<file path="src/rtl/sram_arbiter_pkg.sv">
// rtl/sram_arbiter_pkg.sv - shared types and constants for the SRAM arbiter
package sram_arbiter_pkg;

  // Width of the consecutive-data-grant counter
  localparam int ARB_STREAK_W = 4;

  // State register holds the owner of the transaction issued last cycle
  typedef enum logic [1:0] {
    S_IDLE   = 2'd0,
    S_RESP_I = 2'd1,
    S_RESP_D = 2'd2
  } arb_state_t;

  // Winner of the current cycle's grant
  typedef enum logic {
    OWN_I = 1'b0,
    OWN_D = 1'b1
  } arb_owner_t;

endpackage

</file>
<file path="src/rtl/sram_arbiter_if.sv">
// rtl/sram_arbiter_if.sv - inst/data request ports and SRAM port bundle
interface sram_arbiter_if #(
  parameter int ADDR_W = 32
);

  logic              inst_req;
  logic [ADDR_W-1:0] inst_addr;
  logic              inst_addr_ok;
  logic              inst_data_ok;
  logic [31:0]       inst_rdata;

  logic              data_req;
  logic [3:0]        data_wen;
  logic [ADDR_W-1:0] data_addr;
  logic [31:0]       data_wdata;
  logic              data_addr_ok;
  logic              data_data_ok;
  logic [31:0]       data_rdata;

  logic              sram_en;
  logic [3:0]        sram_wen;
  logic [ADDR_W-1:0] sram_addr;
  logic [31:0]       sram_wdata;
  logic [31:0]       sram_rdata;

  // Arbiter side
  modport slave (
    input  inst_req, inst_addr,
    output inst_addr_ok, inst_data_ok, inst_rdata,
    input  data_req, data_wen, data_addr, data_wdata,
    output data_addr_ok, data_data_ok, data_rdata,
    output sram_en, sram_wen, sram_addr, sram_wdata,
    input  sram_rdata
  );

  // Core and SRAM side
  modport master (
    output inst_req, inst_addr,
    input  inst_addr_ok, inst_data_ok, inst_rdata,
    output data_req, data_wen, data_addr, data_wdata,
    input  data_addr_ok, data_data_ok, data_rdata,
    input  sram_en, sram_wen, sram_addr, sram_wdata,
    output sram_rdata
  );

endinterface

</file>
<file path="src/rtl/sram_arbiter_prio_grant.sv">
// rtl/sram_arbiter_prio_grant.sv - data-priority grant with fetch streak limit
import sram_arbiter_pkg::*;

module arb_prio_grant #(
  parameter int MAX_DATA_STREAK = 4
) (
  input  logic clk,
  input  logic reset,
  input  logic inst_req,
  input  logic data_req,
  output logic gnt_i,
  output logic gnt_d
);

  localparam logic [ARB_STREAK_W-1:0] STREAK_MAX = ARB_STREAK_W'(MAX_DATA_STREAK);

  logic [ARB_STREAK_W-1:0] streak;

  // Data wins unless fetch has been passed over MAX_DATA_STREAK times in a row
  always_comb begin
    gnt_d = data_req & ~(inst_req & (streak == STREAK_MAX));
    gnt_i = inst_req & ~gnt_d;
  end

  // Count data grants that starve a waiting fetch; saturate at the limit
  always_ff @(posedge clk) begin
    if (reset) begin
      streak <= '0;
    end else if (gnt_i || !inst_req) begin
      streak <= '0;
    end else if (gnt_d && (streak != STREAK_MAX)) begin
      streak <= streak + 1'b1;
    end
  end

endmodule

</file>
<file path="src/rtl/sram_arbiter.sv">
// rtl/sram_arbiter.sv - single-port SRAM arbiter for fetch and memory stages (option: SRAM_ARB_STATS_EN)
import sram_arbiter_pkg::*;

module sram_arbiter #(
  parameter int MAX_DATA_STREAK = 4,
  parameter int ADDR_W          = 32
) (
  input  logic              clk,
  input  logic              reset,
  input  logic              cancel,
  sram_arbiter_if.slave     bus
`ifdef SRAM_ARB_STATS_EN
  ,
  output logic [31:0]       stat_inst_gnt,
  output logic [31:0]       stat_data_gnt,
  output logic [31:0]       stat_inst_stall
`endif
);

  arb_state_t        state;
  logic              kill;
  logic              rst_q;
  logic              blocked;
  logic              inst_req_m;
  logic              data_req_m;
  logic              gnt_i;
  logic              gnt_d;
  arb_owner_t        owner;
  logic [ADDR_W-1:0] issue_addr;

  // No grants in the reset cycle nor the cycle right after it
  always_comb begin
    blocked    = reset | rst_q;
    inst_req_m = bus.inst_req & ~blocked;
    data_req_m = bus.data_req & ~blocked;
  end

  arb_prio_grant #(
    .MAX_DATA_STREAK(MAX_DATA_STREAK)
  ) u_grant (
    .clk     (clk),
    .reset   (reset),
    .inst_req(inst_req_m),
    .data_req(data_req_m),
    .gnt_i   (gnt_i),
    .gnt_d   (gnt_d)
  );

  // Drive the SRAM from the winner in the grant cycle; idle port is all zero
  always_comb begin
    owner          = gnt_d ? OWN_D : OWN_I;
    issue_addr     = '0;
    bus.sram_en    = gnt_i | gnt_d;
    bus.sram_wen   = 4'h0;
    bus.sram_wdata = 32'h0;
    if (gnt_i || gnt_d) begin
      if (owner == OWN_D) begin
        issue_addr     = bus.data_addr;
        bus.sram_wen   = bus.data_wen;
        bus.sram_wdata = bus.data_wdata;
      end else begin
        issue_addr     = bus.inst_addr;
      end
    end
    bus.sram_addr    = issue_addr;
    bus.inst_addr_ok = gnt_i;
    bus.data_addr_ok = gnt_d;
  end

  // Responses land one cycle after issue; fetch responses can be killed by a flush
  always_comb begin
    bus.data_data_ok = (state == S_RESP_D) & ~reset;
    bus.inst_data_ok = (state == S_RESP_I) & ~kill & ~cancel & ~reset;
    bus.data_rdata   = bus.sram_rdata;
    bus.inst_rdata   = bus.sram_rdata;
  end

  // Track the owner of the in-flight transaction and a pending fetch kill
  always_ff @(posedge clk) begin
    if (reset) begin
      state <= S_IDLE;
      kill  <= 1'b0;
      rst_q <= 1'b1;
    end else begin
      rst_q <= 1'b0;
      kill  <= cancel & gnt_i;
      if (gnt_d) begin
        state <= S_RESP_D;
      end else if (gnt_i) begin
        state <= S_RESP_I;
      end else begin
        state <= S_IDLE;
      end
    end
  end

`ifdef SRAM_ARB_STATS_EN
  // Free-running grant and fetch-stall counters, wrapping at 2^32
  always_ff @(posedge clk) begin
    if (reset) begin
      stat_inst_gnt   <= 32'h0;
      stat_data_gnt   <= 32'h0;
      stat_inst_stall <= 32'h0;
    end else begin
      if (gnt_i) stat_inst_gnt <= stat_inst_gnt + 32'h1;
      if (gnt_d) stat_data_gnt <= stat_data_gnt + 32'h1;
      if (inst_req_m && !gnt_i) stat_inst_stall <= stat_inst_stall + 32'h1;
    end
  end
`endif

endmodule

</file>
<file path="src/flat_wrapper.sv">
// flat-port wrapper written by rule: the top's interface ports become plain ports
module sram_arbiter_flat 
#(
  parameter int MAX_DATA_STREAK = 4,
  parameter int ADDR_W          = 32
)
  (clk, reset, cancel, bus_inst_req, bus_inst_addr, bus_inst_addr_ok, bus_inst_data_ok, bus_inst_rdata, bus_data_req, bus_data_wen, bus_data_addr, bus_data_wdata, bus_data_addr_ok, bus_data_data_ok, bus_data_rdata, bus_sram_en, bus_sram_wen, bus_sram_addr, bus_sram_wdata, bus_sram_rdata);
  sram_arbiter_if #(.ADDR_W(ADDR_W)) bus_i ();
  input  logic clk;
  input  logic reset;
  input  logic cancel;
  input wire logic [$bits(bus_i.inst_req)-1:0] bus_inst_req;
  input wire logic [$bits(bus_i.inst_addr)-1:0] bus_inst_addr;
  output wire logic [$bits(bus_i.inst_addr_ok)-1:0] bus_inst_addr_ok;
  output wire logic [$bits(bus_i.inst_data_ok)-1:0] bus_inst_data_ok;
  output wire logic [$bits(bus_i.inst_rdata)-1:0] bus_inst_rdata;
  input wire logic [$bits(bus_i.data_req)-1:0] bus_data_req;
  input wire logic [$bits(bus_i.data_wen)-1:0] bus_data_wen;
  input wire logic [$bits(bus_i.data_addr)-1:0] bus_data_addr;
  input wire logic [$bits(bus_i.data_wdata)-1:0] bus_data_wdata;
  output wire logic [$bits(bus_i.data_addr_ok)-1:0] bus_data_addr_ok;
  output wire logic [$bits(bus_i.data_data_ok)-1:0] bus_data_data_ok;
  output wire logic [$bits(bus_i.data_rdata)-1:0] bus_data_rdata;
  output wire logic [$bits(bus_i.sram_en)-1:0] bus_sram_en;
  output wire logic [$bits(bus_i.sram_wen)-1:0] bus_sram_wen;
  output wire logic [$bits(bus_i.sram_addr)-1:0] bus_sram_addr;
  output wire logic [$bits(bus_i.sram_wdata)-1:0] bus_sram_wdata;
  input wire logic [$bits(bus_i.sram_rdata)-1:0] bus_sram_rdata;
  assign bus_i.inst_req = bus_inst_req;
  assign bus_i.inst_addr = bus_inst_addr;
  assign bus_inst_addr_ok = bus_i.inst_addr_ok;
  assign bus_inst_data_ok = bus_i.inst_data_ok;
  assign bus_inst_rdata = bus_i.inst_rdata;
  assign bus_i.data_req = bus_data_req;
  assign bus_i.data_wen = bus_data_wen;
  assign bus_i.data_addr = bus_data_addr;
  assign bus_i.data_wdata = bus_data_wdata;
  assign bus_data_addr_ok = bus_i.data_addr_ok;
  assign bus_data_data_ok = bus_i.data_data_ok;
  assign bus_data_rdata = bus_i.data_rdata;
  assign bus_sram_en = bus_i.sram_en;
  assign bus_sram_wen = bus_i.sram_wen;
  assign bus_sram_addr = bus_i.sram_addr;
  assign bus_sram_wdata = bus_i.sram_wdata;
  assign bus_i.sram_rdata = bus_sram_rdata;
  sram_arbiter #(.MAX_DATA_STREAK(MAX_DATA_STREAK), .ADDR_W(ADDR_W)) u_core (.clk(clk), .reset(reset), .cancel(cancel), .bus(bus_i));
endmodule
</file>
<file path="config.mk">
export PLATFORM = sky130hd
export DESIGN_NAME = sram_arbiter_flat
export DESIGN_NICKNAME = d
export VERILOG_FILES = /design/src/rtl/sram_arbiter_pkg.sv /design/src/rtl/sram_arbiter_if.sv /design/src/rtl/sram_arbiter_prio_grant.sv /design/src/rtl/sram_arbiter.sv /design/src/flat_wrapper.sv
export SDC_FILE = /design/constraint.sdc
export NUM_CORES = 1
export LEC_CHECK = 0
export BUFFER_PORTS_ARGS = -buffer_cell sky130_fd_sc_hd__buf_2
export CORE_AREA = 10 10 98 100
export DETAILED_ROUTE_END_ITERATION = 7
export DIE_AREA = 0 0 108 110
export GPL_TIMING_DRIVEN = 0
export PLACE_DENSITY = 0.73
export SETUP_SLACK_MARGIN = 0.15
export SLEW_MARGIN = 20
export SYNTH_ARGS = -nofsm -noshare
export SYNTH_HDL_FRONTEND = slang
export SYNTH_SLANG_ARGS = --single-unit
</file>
<file path="constraint.sdc">
create_clock -name clk -period 5.4 [get_ports clk]
set_input_delay 1.08 -clock clk [delete_from_list [all_inputs] [get_ports clk]]
set_output_delay 1.08 -clock clk [all_outputs]
set_load 0.05 [all_outputs]
</file>
==> results.cfg, run 1 <==
[detailed_routing]
drc = 0
vias_per_cell = 4.36
wirelength_um = 10400
drt-initial-drc-count = 89
drt_pass1_iterations = 4
dr_total_vias = 2469
wl_per_cell_um = 18.4
ant_nets = 0

[final_layout]
nets = 605
post-route-util_pct = 41.1
drive_above_1_share_pct = 67.7
syn2layout_area_growth_pct = 77.9
post-route-cell-area_mm2 = 0.00314
nFillCells = 812
antennaDiodeCount = 0

[floorplan]
dieHeight_um = 110
die_area_mm2 = 0.0119
ios = 274
die_w_um = 108
core_mm2 = 0.00765
start_util_pct = 23.1
rows = 32

[synth]
avgSynthCellArea_um2 = 8.02
synth_edf_count = 0
syn_nets = 359
yosysSeqAreaShare_pct = 9.08
yosys_warnings = 0
synthTopCellsByCount = 65 x buf_4, 37 x and2_1, 32 x a21o_1, 32 x o2111a_1, 14 x clkbuf_1
yosys_most_used_dff = dfxtp_1
synth-async-reset-ratio_pct = 0
synth_area_leaders = buf_4 28%, o2111a_1 20%, a21o_1 14%, and2_1 13%, dfxtp_1 9.1%
yosysMostFrequentCell = buf_4
netlist_instances = 220
netlist_area_mm2 = 0.00176
synth_top_cell_by_area = buf_4
yosysTopAreaCellShare_pct = 27.7
ys_seq_elements = 8
synth.distinct_cells = 26

[sta]
setup_tns_ns = 0
final.period_utilization_pct = 73.7
fin_crit_ns = 3.98
timing.fmax_mhz = 251
finalSetupViolCount = 0
worst_slew_pin_slew_ns = 0.665
drv_slew = 0
slew_headroom_pct = 55.5
finClkSkew_ns = 0.000889
finalWorstSetupSlack_ns = 1.42
finalHoldViolCount = 0
rsz0062_at_grt = false

[clock_tree]
cts_root_buf = clkbuf_8
clockBufferDepth = 2
clkTransAtPathRegs_ns = 0.04
cts_made_buffers = 3
htree_levels = 1
cts_tree = done
clock_latency_ns = 0.23
cts_resized = 0
post_cts_buffers = 0
hold_buffers = 0
cts_sinks = 8

[place]
place.gp.congestion = 0.844
dpl.hpwl_um = 9290
place_ws_ns = 1.30
portBuffers = 241
placed_area_mm2 = 0.00310

[setup_path]
worstPathArrival_ns = 2.90
cpMostUsedCell = buf_2
required_ns = 4.32
path_buf_inv = 5
slowest_delay_ns = 0.58
path_class = in -> out
critical_path.slowest_cell = a2111oi_4
path_max_fanout = 10
end_kind = output pin
path_delay_family = buffers and inverters
r2r_setup_slack_ns = 3.53
crit_path_cell_trace = buf_2, clkinv_1, a2111oi_4, buf_4, buf_6, a21o_1, buf_2
start_kind = input pin

[global_routing]
grt_first_pass_wirelength_um = 14500
grt-ovfl-total = 0
grt_pass1_vias = 2613
antenna_found_initial = 0
grt_max_degree = 11
grt_use_total_pct = 15.4

[power]
p_leak_nw = 2.20
irDropWorstVdd_v = 0.0000851
p_per_area_mw_per_mm2 = 144

[run]
cap_viol_max_count = 0

[status]
status = completed

[worst_hold_path]
hp-class = reg -> reg
## path summary, 6_finish.rpt
check | end | start | cells past startpoint
min | u_core.u_grant.streak[0] | u_core.u_grant.streak[0] | 1
max | bus_sram_addr[21] | bus_data_req | 7
min reg2reg | u_core.u_grant.streak[0] | u_core.u_grant.streak[0] | 1
max reg2reg | u_core.state[1] | u_core.u_grant.streak[0] | 6
## power by group
part	internal, mW	switching (mW)
sequential	0.0606	0.000956
clock	0.0484	0.0248
combinational	0.101	0.215
total	0.210	0.241
## cell usage in the layout (no fill, tap or decap)
master / Yosys / layout
nand3b_1: 1 / 1
o211a_1: 2 / 2
ha_1: 2 / 2
and2_1: 37 / 37
a21oi_1: 1 / 1
a2111oi_0: 1 / 1
o2111a_1: 32 / 32
nand3_1: 2 / 2
inv_1: 2 / 2
clkinv_1: 1 / 1
nand2b_1: 3 / 3
buf_4: 65 / 65
clkbuf_1: 14 / 14
mux2i_1: 1 / 1
buf_1: 2 / 2
clkbuf_8: 0 / 3
nor3_1: 1 / 1
a2111oi_4: 1 / 1
a21o_1: 32 / 32
and3b_1: 1 / 1
nor3b_1: 2 / 2
nor4_1: 1 / 1
buf_2: 3 / 244
nor2_1: 3 / 3
o21a_1: 1 / 1
dfxtp_1: 8 / 8
buf_6: 1 / 1
## through the flow
step	total power, mW	hold slack, ns	std cells
floorplan	0.291	0.455	220
global placement	0.379	0.474	563
detailed placement	0.381	0.488	563
CTS	0.455	0.494	566
global route	0.470	0.531	566
finish	0.451	0.495	566
## per-layer routing
metal,track usage (%),vias up,routed length (um)
met4,4.10,0,121
met5,0,-,0
met1,13.1,1104,3130
li1,-,1220,-
met3,8.76,8,1440
met2,30.0,137,5710
## registers in the layout (all words and copies together) (netlist names)
signal / count
u_core.u_grant.streak: 4
u_core.rst_q: 1
u_core.kill: 1
u_core.state: 2
## worst reg2reg max path, cell delays in order, from the launching register on
cell       delay [ns]
dfxtp_1          0.37
inv_1            0.06
ha_1             0.22
and3b_1          0.21
buf_2            0.21
buf_1            0.24
a2111oi_0        0.44
## final cells by class
class | instances | area [um2] | area share, %
inverter | 3 | 11.3 | 0.359
timing repair buffer | 241 | 1210 | 38.4
sequential | 8 | 160 | 5.10
tap | 102 | 128 | 4.07
buffer | 85 | 574 | 18.3
clock buffer | 3 | 41.3 | 1.32
multi-input combinational | 124 | 1020 | 32.4
## logic make-up (layout without fill, tap and decap cells)
group,count (synthesis),after routing,share of synthesized area [%]
adders and majority gates,2,2,1.42
muxes,1,1,0.567
buffers and inverters,88,332,33.2
and+or+nand+nor,51,51,17.8
DFF,8,8,9.08
AOI/OAI and AO/OA,70,70,37.9
(Power assumes the default switching activity.)
==> run 2: changes to the inputs <==
Settings changed: ABC_AREA set to 1, CORE_AREA 10 10 98 100 to 10 10 97 99, DIE_AREA 0 0 108 110 to 0 0 107 109, PLACE_DENSITY 0.73 to 0.75.
Clock period 5.4 ns to 3.7 ns, I/O delays scaled along.
==> results.cfg, run 2 <==
[synth]
synth_area_leaders = buf_4 27%, inv_1 16%, nor2_1 15%, nand2_1 14%, nand3_1 9.3%
ys_seq_elements = 8
synth-async-reset-ratio_pct = 0
synth_top_cell_by_area = buf_4
synth_top_family_by_area = buffers and inverters
avgSynthCellArea_um2 = 5.13
yosys_warnings = 0
yosysTopAreaCellShare_pct = 26.6
synth_fa_ha_area_share_pct = 1.36
synth_edf_count = 0
synthMuxAreaShare_pct = 0
syn_nets = 497
netlist_instances = 358
synth.distinct_cells = 20
yosysSeqAreaShare_pct = 8.72
synthTopCellsByCount = 80 x inv_1, 74 x nor2_1, 70 x nand2_1
synth_xor_area_share_pct = 0.477
yosys_most_used_dff = dfxtp_1
synth-compound-area-share_pct = 0.749
yosysMostFrequentCell = inv_1
yosys.area_share.simple_pct = 41.9
netlist_area_mm2 = 0.00184

[global_routing]
grt-ovfl-total = 0
grt_first_pass_wirelength_um = 14200
grt_max_degree = 11
grt_use_total_pct = 14.6
grt_pass1_vias = 2924
antenna_found_initial = 0

[final_layout]
syn2layout_area_growth_pct = 74.9
stdcell_count = 704
reg_top3 = u_core.u_grant.streak x4, u_core.state x2
regMostFlops = u_core.u_grant.streak
seq_area_um2 = 160
multi_input_area_um2 = 817
drive_above_1_share_pct = 53.7
nets = 743
antennaDiodeCount = 0
mostFrequentLayoutCell = buf_2
final_cell_mix = 250 x buf_2, 80 x inv_1, 74 x nor2_1, 70 x nand2_1, 65 x buf_4
nFillCells = 834
largest_register_ffs = 4

[sta]
finalSetupViolCount = 0
final.period_utilization_pct = 75.1
slew_headroom_pct = 69.7
rsz0062_at_grt = false
finalHoldViolCount = 0
setup_tns_ns = 0
fin_crit_ns = 2.78
timing.fmax_mhz = 360
worst_slew_pin_slew_ns = 0.454
finClkSkew_ns = 0.00230
finalWorstSetupSlack_ns = 0.921
drv_slew = 0

[place]
place.gp.congestion = 0.854
dpl.hpwl_um = 8770
dp_cells = 701
portBuffers = 241
place_ws_ns = 0.858

[floorplan]
dieHeight_um = 109
ios = 274
core_mm2 = 0.00753
die_area_mm2 = 0.0117
rows = 32
die_w_um = 107
start_util_pct = 24.4

[setup_path]
path_max_fanout = 10
critical_path.slowest_cell = clkbuf_1
path_delay_family = buffers and inverters
path_buf_inv = 3
required_ns = 2.96
worstPathArrival_ns = 2.04
path_class = in -> out
start_kind = input pin
slowest_delay_ns = 0.42
crit_path_cell_trace = buf_2, o21ai_2, clkbuf_1, nor2_1, nand2_1, nand2_1, buf_2
end_kind = output pin

[power]
irDropWorstVdd_v = 0.000168
power_mw = 0.689
p_per_area_mw_per_mm2 = 215
p_leak_nw = 2.39

[clock_tree]
cts_sinks = 8
cts_resized = 0
cts_made_buffers = 3
htree_levels = 1
cts_root_buf = clkbuf_8
post_cts_buffers = 0
clkTransAtPathRegs_ns = 0.04
clockBufferDepth = 2
clock_latency_ns = 0.23
hold_buffers = 0
cts_tree = done

[detailed_routing]
dr_total_vias = 2766
wirelength_um = 9620
ant_nets = 0
drt-initial-drc-count = 109
wl_per_cell_um = 13.7
vias_per_cell = 3.93
drc = 0
drt_pass1_iterations = 4

[worst_hold_path]
hp-class = reg -> reg

[run]
cap_viol_max_count = 0

[status]
status = completed
[run 2: through the flow]
step | hold WS (ns) | utilization (%) | instance area, um2
after floorplan | 0.441 | - | 1840
after global placement | 0.458 | 42.1 | 3170
after detailed placement | 0.470 | 42.1 | 3170
after CTS | 0.479 | 42.7 | 3210
after global routing | 0.496 | 42.7 | 3210
final | 0.483 | 42.7 | 3210
[run 2: cell families after synthesis]
logic type | after synthesis
xor+xnor | 1
flops | 8
buf+inv | 161
simple gates | 184
fa+ha+maj | 2
compound gates | 2
[run 2: path summary, 6_finish.rpt]
path                             from                  endpoint  slack, ns  depth (start not counted)
min reg2reg  u_core.u_grant.streak[0]  u_core.u_grant.streak[0]       0.48                          1
max                      bus_inst_req         bus_sram_addr[15]       0.92                          7
min          u_core.u_grant.streak[0]  u_core.u_grant.streak[0]       0.48                          1
max reg2reg  u_core.u_grant.streak[0]           u_core.state[1]       2.31                          6
[run 2: area by class of cell]
cell class | count | area share (%)
clock buffers | 3 | 1.29
multi-input cells | 189 | 25.4
well taps | 102 | 3.97
plain buffers | 80 | 17.3
flip-flops and latches | 8 | 4.99
inverters | 81 | 9.47
repair buffers | 241 | 37.6
[run 2: power by group]
| part | leakage (nW) | switching [mW] | internal, mW |
|---|---|---|---|
| combinational | 2.30 | 0.348 | 0.149 |
| sequential | 0.0652 | 0.000952 | 0.0885 |
| clock | 0.0216 | 0.0325 | 0.0703 |
| total | 2.39 | 0.381 | 0.308 |
[run 2: routing by layer]
metal / global-route usage [%] / up-vias / share of wire [%]
li1: - / 1447 / -
met2: 28.8 / 170 / 52
met1: 12.7 / 1139 / 33
met5: 0 / - / 0
met4: 3.09 / 0 / 1.4
met3: 7.96 / 10 / 14
==> run 3: changes to the inputs <==
Settings changed: ABC_AREA 1 to 0, CORE_AREA 10 10 97 99 to 10 10 98 100, DIE_AREA 0 0 107 109 to 0 0 108 110, PLACE_DENSITY 0.75 to 0.73.
Clock period 3.7 ns to 2.9 ns, I/O delays scaled along.
==> results.cfg, run 3 (same netlist as run 1, synthesis figures left out) <==
[status]
status = completed

[sta]
worst_slew_pin_slew_ns = 0.399
drv_slew = 0
finClkSkew_ns = 0.00131
finalHoldViolCount = 0
slew_headroom_pct = 72.7
rsz0062_at_grt = true
fin_crit_ns = 2.63
finalSetupViolCount = 0
timing.fmax_mhz = 380
final.period_utilization_pct = 90.8
holdWs_ns = 0.440

[global_routing]
grt-ovfl-total = 0
antenna_found_initial = 0
grt_first_pass_wirelength_um = 13500
grt_use_total_pct = 14.0
grt_pass1_vias = 2580
grt_max_degree = 11

[clock_tree]
cts_sinks = 8
cts_root_buf = clkbuf_8
cts_tree = done
clock_latency_ns = 0.23
htree_levels = 1
clockBufferDepth = 2
hold_buffers = 0
clkTransAtPathRegs_ns = 0.04
cts_made_buffers = 3

[setup_path]
crit_path_cell_trace = inv_2, ha_4, and3b_2, a2111oi_4, buf_6, buf_2, and2_1, clkbuf_4
start_kind = register
slowest_delay_ns = 0.34
end_kind = output pin
path_class = reg -> out
rr_startpoint = u_core.u_grant.streak[1]
reg2reg_depth = 6
r2r_end = u_core.state[1]
critical_path.slowest_cell = dfxtp_2
r2r_setup_slack_ns = 1.16
worstPathArrival_ns = 2.05
required_ns = 2.32
path_max_fanout = 10

[final_layout]
nets = 610
drive_above_1_share_pct = 71.9
final_cell_mix = 188 x buf_2, 79 x buf_4, 39 x clkbuf_4, 37 x and2_1
post-route-util_pct = 45.2
nFillCells = 760
antennaDiodeCount = 0
syn2layout_area_growth_pct = 95.8
largest_register_ffs = 4
mostFrequentLayoutCell = buf_2
reg_top3 = u_core.u_grant.streak x4, u_core.state x2
regMostFlops = u_core.u_grant.streak

[detailed_routing]
wl_per_cell_um = 17.5
ant_nets = 0
dr.max_layer_used = met4
wirelength_um = 10000
dr_wl_met3_um = 984
vias_per_cell = 4.37
wl_met1_um = 3450
drc = 0
drt-initial-drc-count = 67
wl_met2_um = 5460
drt_pass1_iterations = 4
dr_total_vias = 2493

[power]
cell_internal_pwr_mw = 0.418
p_comb_share_pct = 71.2
p_per_area_mw_per_mm2 = 252
p_seq_share_pct = 13.2
p_leak_nw = 2.27
irDropWorstVdd_v = 0.000153
p_sw_share_pct = 52.0
power_mw = 0.870
clkPwrFrac_pct = 15.6
p_sw_mw = 0.453

[worst_hold_path]
holdPathStages = 1
hp-class = reg -> reg
min_to = u_core.u_grant.streak[0]
hp-start = u_core.u_grant.streak[0]

[place]
place.gp.congestion = 0.794
portBuffers = 241
dpl.hpwl_um = 8480

[floorplan]
die_w_um = 108
die_area_mm2 = 0.0119
rows = 32
dieHeight_um = 110
start_util_pct = 23.1
ios = 274
core_mm2 = 0.00765

[run]
cap_viol_max_count = 0
==> run 3: cell type report <==
cell class                 count  area (um2)  area share, %
buffer                        85         606           17.5
timing repair buffer         246        1470           42.5
multi-input combinational    124        1030           30.0
tap                          102         128           3.69
inverter                       3        15.0          0.435
sequential                     8         163           4.71
clock buffer                   3        41.3           1.20
==> run 3: power groups by stage <==
stage | logic, mW | registers, mW | clock network, mW
after floorplan | 0.426 | 0.116 | 0
after global placement | 0.586 | 0.116 | 0
after detailed placement | 0.590 | 0.117 | 0
after CTS | 0.601 | 0.115 | 0.139
after global routing | 0.650 | 0.115 | 0.149
final | 0.620 | 0.115 | 0.136
==> run 3: stage by stage <==
stage	instance area [um2]	instances	TNS [ns]	worst slack (ns)
after CTS	3220	567	0	0.156
after floorplan	1770	220	0	0.185
after detailed placement	3100	563	-2.68	-0.149
final	3450	571	0	0.268
after global placement	3100	563	-2.18	-0.130
after global routing	3450	571	0	0.130
==> run 3: critical path, delay by kind of cell (launching register included) <==
kind / cells / cell delay (ns)
buffers and inverters: 4 / 0.66
AND/OR/NAND/NOR: 2 / 0.36
AO/OA/AOI/OAI: 1 / 0.30
flip-flops: 1 / 0.34
adder cells (fa/ha/maj): 1 / 0.16
==> run 3: layer usage <==
metal	vias up	GRT usage [%]
met5	-	0
met4	0	2.86
met3	9	5.34
met2	142	26.3
met1	1115	14.4
li1	1227	-
==> run 3: timing repair <==
action / 4_1_cts / 5_1_grt
resized for setup: 32 / 71
gates cloned: 0 / 2
setup buffers: 1 / 2
endpoints found under the setup margin: 69 / 69
pin swaps: 1 / 3
==> run 3: worst max-delay path by stage <==
stage	slack, ns	depth (start not counted)	startpoint	end
2_1_floorplan	0.19	1	reset	bus_inst_data_ok
5_1_grt	0.13	8	u_core.u_grant.streak[0]	bus_sram_wdata[3]
3_3_place_gp	-0.13	7	bus_data_req	bus_sram_addr[23]
6_report	0.27	8	u_core.u_grant.streak[1]	bus_sram_wdata[5]
3_5_place_dp	-0.15	6	bus_data_req	bus_sram_wen[0]
4_1_cts	0.16	9	u_core.u_grant.streak[0]	bus_sram_addr[25]
